==> config.mk <==
export PLATFORM = sky130hd
export DESIGN_NAME = rand_lfsr_bank
export DESIGN_NICKNAME = d
export VERILOG_FILES = /design/src/rtl/rand_pkg.sv /design/src/rtl/rand_lfsr_core.sv /design/src/rtl/rand_lfsr_bank.sv
export SDC_FILE = /design/constraint.sdc
export NUM_CORES = 1
export LEC_CHECK = 0
export CORE_UTILIZATION = 35
export CTS_BUF_LIST = sky130_fd_sc_hd__clkbuf_8
export CTS_CLUSTER_DIAMETER = 40
export CTS_CLUSTER_SIZE = 14
export DETAILED_ROUTE_END_ITERATION = 10
export PLACE_DENSITY = 0.6
export RECOVER_POWER = 50
export SYNTH_ARGS = -nofsm -noshare
export SYNTH_HDL_FRONTEND = slang
export SYNTH_SLANG_ARGS = --single-unit
export TNS_END_PERCENT = 30
==> constraint.sdc <==
create_clock -name iCLK -period 1.8 [get_ports iCLK]
set_input_delay 0.36 -clock iCLK [delete_from_list [all_inputs] [get_ports iCLK]]
set_output_delay 0.36 -clock iCLK [all_outputs]
set_load 0.005 [all_outputs]
==> src/rtl/rand_pkg.sv <==
// Shared types and helpers for the multi-channel LFSR word generator.
package rand_pkg;

    typedef enum logic [1:0] {
        ST_IDLE,
        ST_WARMUP,
        ST_RUN
    } state_t;

    localparam logic [15:0] POLY16      = 16'hB400;
    localparam logic [31:0] POLY32      = 32'h8020_0003;
    localparam logic [15:0] SALT16      = 16'h9E37;
    localparam int          LFSR_MAXW   = 64;

    // One Galois shift on a zero-extended state; any word width up to 64 fits.
    function automatic logic [LFSR_MAXW-1:0] lfsr_step(input logic [LFSR_MAXW-1:0] s,
                                                      input logic [LFSR_MAXW-1:0] poly);
        return s[0] ? ((s >> 1) ^ poly) : (s >> 1);
    endfunction

endpackage

==> src/rtl/rand_lfsr_core.sv <==
// One LFSR channel: state register, STEP-unrolled advance, zero guard and seed load.
module rand_lfsr_core
    import rand_pkg::*;
#(
    parameter int            WS   = 16,
    parameter logic [WS-1:0] POLY = WS'(POLY16),
    parameter int            STEP = WS
) (
    input  logic          clk_i,
    input  logic          rst_ni,
    input  logic          load_i,
    input  logic [WS-1:0] seed_i,
    input  logic          adv_i,
    output logic [WS-1:0] state_o
);

    logic [WS-1:0]        state_q, state_d;
    logic [LFSR_MAXW-1:0] walk;
    logic [WS-1:0]        advVal;

    // The whole walk is compared against zero; its upper bits never leave zero.
    always_comb begin
        walk = LFSR_MAXW'(state_q);
        for (int i = 0; i < STEP; i++) begin
            walk = lfsr_step(walk, LFSR_MAXW'(POLY));
        end
        advVal = walk[WS-1:0];
        if (walk == '0) begin
            advVal = WS'(1);
        end
    end

    always_comb begin
        state_d = state_q;
        if (load_i) begin
            state_d = (seed_i == '0) ? WS'(1) : seed_i;
        end else if (adv_i) begin
            state_d = advVal;
        end
    end

    always_ff @(posedge clk_i) begin
        if (!rst_ni) begin
            state_q <= '0;
        end else begin
            state_q <= state_d;
        end
    end

    assign state_o = state_q;

endmodule

==> src/rtl/rand_lfsr_bank.sv <==
// NCH seeded Galois LFSR channels behind a shared warm-up/run FSM and valid/ready handshake.
// Optional output tempering is enabled by defining RAND_TEMPER_EN.
module rand_lfsr_bank
    import rand_pkg::*;
#(
    parameter int            WS        = 16,
    parameter int            NCH       = 4,
    parameter logic [WS-1:0] POLY      = WS'(POLY16),
    parameter int            STEP      = WS,
    parameter int            WARMUP    = 8,
    parameter logic [WS-1:0] SEED_SALT = WS'(SALT16)
) (
    input  logic              iCLK,
    input  logic              iRST_N,
    input  logic [WS-1:0]     iSeed,
    input  logic              iLoad,
    output logic [NCH*WS-1:0] oOut,
    output logic              oValid,
    input  logic              iReady,
    output logic              oBusy
);

    localparam int CW = $clog2(WARMUP + 2);

    state_t        state_q, state_d;
    logic [CW-1:0] cnt_q, cnt_d;
    logic          valid_q, busy_q;
    logic          load, adv;
    logic [WS-1:0] chan [NCH];

    // A load wins over everything, including a handshake in the same cycle.
    always_comb begin
        state_d = state_q;
        cnt_d   = cnt_q;
        load    = 1'b0;
        adv     = 1'b0;
        if (iLoad) begin
            load = 1'b1;
            if (WARMUP > 0) begin
                state_d = ST_WARMUP;
                cnt_d   = CW'(WARMUP);
            end else begin
                state_d = ST_RUN;
            end
        end else begin
            case (state_q)
                ST_WARMUP: begin
                    adv   = 1'b1;
                    cnt_d = cnt_q - CW'(1);
                    if (cnt_q == CW'(1)) begin
                        state_d = ST_RUN;
                    end
                end
                ST_RUN:  adv = valid_q && iReady;
                default: ;
            endcase
        end
    end

    always_ff @(posedge iCLK) begin
        if (!iRST_N) begin
            state_q <= ST_IDLE;
            cnt_q   <= '0;
            valid_q <= 1'b0;
            busy_q  <= 1'b0;
        end else begin
            state_q <= state_d;
            cnt_q   <= cnt_d;
            valid_q <= (state_d == ST_RUN);
            busy_q  <= (state_d == ST_WARMUP);
        end
    end

    for (genvar c = 0; c < NCH; c++) begin : g_ch
        localparam logic [63:0] SALT_PROD = 64'(c) * 64'(SEED_SALT);
        localparam logic [WS-1:0] SALT_C  = SALT_PROD[WS-1:0];

        rand_lfsr_core #(
            .WS   (WS),
            .POLY (POLY),
            .STEP (STEP)
        ) u_core (
            .clk_i   (iCLK),
            .rst_ni  (iRST_N),
            .load_i  (load),
            .seed_i  (iSeed ^ SALT_C),
            .adv_i   (adv),
            .state_o (chan[c])
        );

`ifdef RAND_TEMPER_EN
        assign oOut[c*WS +: WS] = valid_q ? (chan[c] ^ (chan[c] >> (WS/2))) : '0;
`else
        assign oOut[c*WS +: WS] = valid_q ? chan[c] : '0;
`endif
    end

    assign oValid = valid_q;
    assign oBusy  = busy_q;

endmodule

# Word level (Yosys, flattened, before mapping)
# Index checks and enable logic that the tools add are counted.
[word_totals]
ff_bits = 72
input_bits = 20
out_inout_bits = 66
elab_cells = 187
[classes]
n_addsub = 1
eq_ne = 5
muxes = 92
bitwise_logic = 68
reduce_logical = 12
[op_table]
columns = ["cell", "n"]
rows = [
  ["$mux W16", 84],
  ["$logic_not A64 Y1", 4],
  ["$not A4 Y4", 60],
  ["$logic_not A16 Y1", 4],
  ["$not A9 Y9", 2],
  ["$not A3 Y4", 4],
  ["$not A10 Y10", 1],
  ["$mux W4", 2],
  ["$mux W2", 3],
  ["$eq A2 B1 Y1 const B", 2],
  ["$eq A2 B2 Y1 const B", 2],
  ["$eq A4 B1 Y1 const B", 1],
  ["$reduce_bool A2 Y1", 2],
  ["$sub A4 B1 Y4 const B", 1],
  ["$mux W1", 2],
  ["$pmux W1 S2", 1],
  ["$reduce_or A2 Y1", 1],
  ["$logic_and A1 B1 Y1", 1],
  ["$not A1 Y1", 1],
]

# Depth between registers and ports, before layout
[depth]
ltp_word = 36
ltp_mapped = 9
mapped_depth_nobuf = 8

# Hierarchy
# Synthesis repeated with hierarchy kept, for this count alone.
[hier_totals]
cells_unflattened = 768
hier_area_um2 = 6568.8
[by_module_without_submodules]
columns = ["module", "n_inst", "cells_per_inst", "area_per_inst_um2", "seq_area_each_um2"]
rows = [
  ["rand_lfsr_core at g_ch[1].u_core ...", 3, 160, 1441.4, 320.3],
  ["rand_lfsr_core at g_ch[0].u_core", 1, 165, 1383.8, 320.3],
  ["rand_lfsr_bank", 1, 123, 860.8, 160.2],
]

# Worst setup path after synthesis
# No wires, ideal clock.
[synth_timing]
kind = "register to register"
startpoint = "reg state_q[0]"
endpoint = "reg g_ch[1].u_core.state_q[5]"
setup_ns = 0.119
t_arrival_ns = 1.808
required_time_ns = 1.681
slack_ns = -0.126
stages_incl_launch_ff = 8
n_path_buf = 1
period_less_slack_ns = 1.926
path_cell_list = "dfxtp_1 inv_1 ha_1 or2_2 clkbuf_1 o22ai_1 a21oi_1 o221a_2"
[synth_between]
elab_chain_cells = 4
word_cells_on_any_way = 5
[synth_rtl]
columns = ["element", "line_no", "source"]
rows = [
  ["from (decl)", "rand_lfsr_bank.sv:25", "state_t state_q, state_d;"],
  ["from (signal assigned)", "rand_lfsr_bank.sv:67", "state_q <= state_d;"],
  ["$eq A2 B2 Y1 or $eq A2 B1 Y1 (tied branches)", "rand_lfsr_bank.sv:46", "case (state_q)"],
  ["$pmux W1 S2 (*)", "rand_lfsr_bank.sv:46", ""],
  ["$mux W1 (*)", "rand_lfsr_bank.sv:37", "if (iLoad) begin"],
  ["$reduce_bool A2 Y1 (no line) (*)", "-", ""],
  ["to (signal assigned)", "rand_lfsr_core.sv:46", "state_q <= state_d;"],
  ["to (decl)", "rand_lfsr_core.sv:17", "logic [WS-1:0] state_q, state_d;"],
]
# Mark *: on every way between the ends. The rest lies on a longest branch, timed or not.
# A chain may end at the register's enable or synchronous reset.

# Worst setup path after layout
[layout_timing]
startpoint = "reg g_ch[3].u_core.state_q[11]"
endpoint = "reg g_ch[3].u_core.state_q[0]"
[layout_between]
elab_chain_cells = 23
word_cells_on_any_way = 24
[layout_rtl]
columns = ["element", "line_no", "source"]
rows = [
  ["from (decl)", "rand_lfsr_core.sv:17", ""],
  ["from (signal assigned)", "rand_lfsr_core.sv:46", ""],
  ["$not A3 Y4 (no line)", "-", ""],
  ["$mux W16 (*) (12 in series)", "rand_pkg.sv:18", "return s[0] ? ((s >> 1) ^ poly) : (s >> 1);"],
  ["$not A4 Y4 (no line) or $mux W16 (tied branches)", "-", ""],
  ["$mux W16 (*) (2 in series)", "rand_pkg.sv:18", ""],
  ["$not A4 Y4 (no line)", "-", ""],
  ["$mux W16 (*) (2 in series)", "rand_pkg.sv:18", ""],
  ["$logic_not A64 Y1 (*)", "rand_lfsr_core.sv:28", "if (walk == '0) begin"],
  ["$mux W16 (*)", "rand_lfsr_core.sv:28", ""],
  ["$mux W16 (*)", "rand_lfsr_core.sv:37", "end else if (adv_i) begin"],
  ["$mux W16 (*)", "rand_lfsr_core.sv:35", "if (load_i) begin"],
]
# Mark *: on every way between the ends. The rest lies on a longest branch, timed or not. The select of a mux whose other input is x is not followed.

==> run_results.csv <==
group,metric,value,unit
final_layout,seq_area,1490,um^2
power,power.density,735,nW/um^2
cts,ctsLongestPathBuffers,2,
final_layout,final_area,8700,um^2
final_layout,final_common_cell,"buf_4",
yosys,synth_xor_area_share,30.7,%
cts,cts_buffers,9,
final_layout,fin_util,54.4,%
yosys,synth_edf_count,0,
min_path,hold_end,"g_ch[2].u_core.state_o[13]$_SDFFE_PN0P_",
min_path,min-delay-start,"iSeed[13]",
timing,rsz0062_at_grt,"true",
final_layout,layout_common_cells,"buf_4 (167), xnor2_1 (96), and2_1 (68)",
cts,path_clk_slew,0.10,ns
final_layout,multiInputGateArea,4510,um^2
worst_setup_path,critPathKind,"flop to flop",
power,p_comb_share,48.3,%
timing,fin_crit,1.92,ns
grt,first_global_vias,5668,
power,sw_frac_of_total,37.4,%
worst_setup_path,r2r-start,"g_ch[3].u_core.state_o[11]$_SDFFE_PN0P_",
yosys,avgSynthCellArea,8.00,um^2
yosys,synth_cells,720,
yosys,synth.distinct_cells,57,
yosys,synth_warnings,0,
power,peakVddDrop,0.000343,V
final_layout,drive_gt1_share,40.8,%
timing,fin_tns_setup,-0.896,ns
floorplanning,start_util,36.0,%
job,cap_violations,0,
timing,fin_hold_ws,0.420,ns
cts,clock_sinks,72,
detailed_routing,finalWirelength,21000,um
timing,setup_viol,23,
worst_setup_path,rr_worst_depth,7,
yosys,syn_area,5760,um^2
timing,period_share,107,%
place,dp_hpwl,15100,um
cts,holdBufCountCts,0,
cts,clockRootBuffer,"clkbuf_8",
power,p_sw,2.39,mW
place,post_dp_cell_area,8030,um^2
worst_setup_path,slowest_delay,0.39,ns
min_path,hold_path_depth,2,
floorplanning,die_x,130,um
timing,final_max_slew_viol_count,0,
timing,hold_viol,0,
grt,grt_max_degree,34,
min_path,hp-class,"input port to flop",
power,intPower,4.00,mW
yosys,synth-compound-area-share,15.8,%
cts,clk_latency,0.38,ns
yosys,ys_ff_latch,72,
worst_setup_path,slowest_stage,"dfxtp_4",
detailed_routing,drcViolationCount,0,
cts,cts_tree,"done",
power,pwr-share-clk,21.3,%
detailed_routing,vias,5966,
worst_setup_path,worstReg2RegEnd,"g_ch[3].u_core.state_o[0]$_SDFFE_PN0P_",
power,p_seq_share,30.5,%
detailed_routing,dr.pass1.iters,5,
final_layout,fillers,1517,
timing,worst_slack,-0.123,ns
detailed_routing,via_per_inst,5.13,
detailed_routing,drt.antenna.violating_nets,0,
yosys,synth_top_family_by_area,"XOR/XNOR gates",
cts,htreeDepth,3,
final_layout,antenna_cells,0,
detailed_routing,drt_iter0_markers,390,
yosys,synth_nets,744,
timing,slew_headroom,62.2,%
grt,grt_usage,23.8,%
worst_setup_path,crit_path_end_kind,"flop",
timing,fmax,520,MHz
worst_setup_path,cp.arrival,2.23,ns
yosys,post_synth_and_or_nand_nor_area_fraction,22.1,%
yosys,yosysSeqAreaShare,25.0,%
timing,tightestPinTransition,0.562,ns
worst_setup_path,cp.required,2.10,ns
floorplanning,fp.dieH,130,um
floorplanning,coreArea,16000,um^2
timing,skew,0.0161,ns
place,numPortBuffers,85,
place,place.gp.congestion,0.934,
grt,grt-ovfl-total,0,
yosys,ys_async_sr_fraction,0,%
worst_setup_path,start_kind,"flop",
outcome,status,"finished, violations left",
grt,antenna_found_initial,0,
worst_setup_path,crit_fanout,4,
outcome,violations,"setup timing",
floorplanning,die_area,17000,um^2
yosys,synthAdderAreaFrac,0.868,%
detailed_routing,wl_per_cell,18.1,um
worst_setup_path,worst-r2r-setup-slack,-0.12,ns
floorplanning,ios,86,
floorplanning,row_count,46,
yosys,ys.flop_type,"dfxtp_1",
grt,grt_pass1_wl,30800,um
final_layout,nets,965,
power,p_leak,3.88,nW
yosys,muxShareOfSynthArea,0.174,%
worst_setup_path,crit_chain,"xor2_2 -> xnor2_2 -> buf_4 -> o211ai_1 -> or3_1 -> a2111o_1 -> a21oi_2",
final_layout,area_growth,50.9,%
==> worst max path at each step <==
stage,start,to,slack [ns],cells after the start
floorplan,g_ch[0].u_core.state_o[0]$_SDFFE_PN0P_,g_ch[0].u_core.state_o[0]$_SDFFE_PN0P_,-0.02,7
global placement,iReady,g_ch[0].u_core.state_o[11]$_SDFFE_PN0P_,-0.58,6
detailed placement,iReady,g_ch[0].u_core.state_o[11]$_SDFFE_PN0P_,-0.54,6
CTS,oValid$_SDFF_PN0_,oOut[39],-0.18,3
global route,g_ch[0].u_core.state_o[14]$_SDFFE_PN0P_,g_ch[0].u_core.state_o[0]$_SDFFE_PN0P_,-0.21,7
finish,g_ch[3].u_core.state_o[11]$_SDFFE_PN0P_,g_ch[3].u_core.state_o[0]$_SDFFE_PN0P_,-0.12,7
==> logic make-up after synthesis <==
logic type,count (synthesis)
xor+xnor,191
flops,72
compound gates,136
simple gates,241
buf+inv,75
mux,1
fa+ha+maj,4
==> what timing repair did <==
| action | in CTS | in global routing |
|---|---|---|
| cloned | 0 | 5 |
| setup buffers | 2 | 16 |
| gates resized for setup | 114 | 198 |
| endpoints found under the setup margin | 107 | 66 |
| pin swaps | 3 | 36 |
==> critical path: cells and delay by family (launching register included) <==
family / cells / cell delay (ns)
simple gates: 1 / 0.35
xor+xnor: 2 / 0.43
compound gates: 3 / 0.52
buf+inv: 1 / 0.16
flops: 1 / 0.39
==> registers in the layout, summed over array words and instances (netlist names) <==
| signal | count |
|---|---|
| oValid | 1 |
| cnt_q | 4 |
| state_q | 2 |
| oBusy | 1 |
| g_ch.u_core.state_o | 64 |
==> stage by stage <==
stage               power (mW)  std cells  worst slack, ns
CTS                       6.17       1141           -0.180
detailed placement        4.73       1123           -0.537
floorplan                 3.63        720          -0.0180
global placement          4.70       1123           -0.578
finish                    6.40       1162           -0.123
global route              6.72       1162           -0.209
==> final cells by class <==
cell class / count / area share [%]
Tap cell: 216 / 3.11
Timing Repair Buffer: 278 / 25.4
Inverter: 7 / 0.302
Sequential cell: 72 / 17.1
Clock buffer: 9 / 1.42
Multi-Input combinational cell: 573 / 51.9
Clock inverter: 7 / 0.849
==> power groups by stage <==
| stage | clock (mW) | sequential [mW] | combinational (mW) |
|---|---|---|---|
| global route | 1.43 | 1.97 | 3.32 |
| CTS | 1.38 | 1.94 | 2.85 |
| floorplan | 0 | 1.84 | 1.79 |
| detailed placement | 0 | 1.96 | 2.76 |
| finish | 1.36 | 1.95 | 3.09 |
| global placement | 0 | 1.96 | 2.74 |
==> synth_stat cells, types with 4 or more instances <==
| cell | instances | area [um^2] |
|---|---|---|
| nor2_1 | 56 | 210 |
| buf_2 | 20 | 100 |
| o211a_1 | 6 | 60.1 |
| clkbuf_1 | 42 | 158 |
| a211oi_1 | 6 | 45.0 |
| inv_1 | 7 | 26.3 |
| xnor2_2 | 7 | 114 |
| a31oi_1 | 4 | 25.0 |
| or3_1 | 6 | 37.5 |
| nand2_1 | 44 | 165 |
| a21oi_1 | 43 | 215 |
| dfxtp_1 | 72 | 1440 |
| o21ai_0 | 29 | 145 |
| o22ai_1 | 5 | 31.3 |
| a21boi_0 | 4 | 30.0 |
| buf_1 | 5 | 18.8 |
| o21a_1 | 9 | 67.6 |
| nand3_1 | 10 | 50.1 |
| and2_1 | 71 | 444 |
| nand4_1 | 5 | 31.3 |
| nor3_1 | 11 | 55.1 |
| and3_1 | 8 | 50.1 |
| o221a_2 | 12 | 135 |
| ha_1 | 4 | 50.1 |
| xor2_1 | 59 | 517 |
| nor4_1 | 5 | 31.3 |
| xnor2_1 | 122 | 1070 |
==> routing by layer <==
layer / GRT usage (%) / wire (um) / vias to the layer above
met5: 0 / 0 / -
met4: 7.80 / 528 / 0
met3: 3.69 / 1290 / 37
met2: 39.7 / 10100 / 223
met1: 31.2 / 9050 / 2853
li1: - / - / 2853
(Power assumes the default switching activity.)
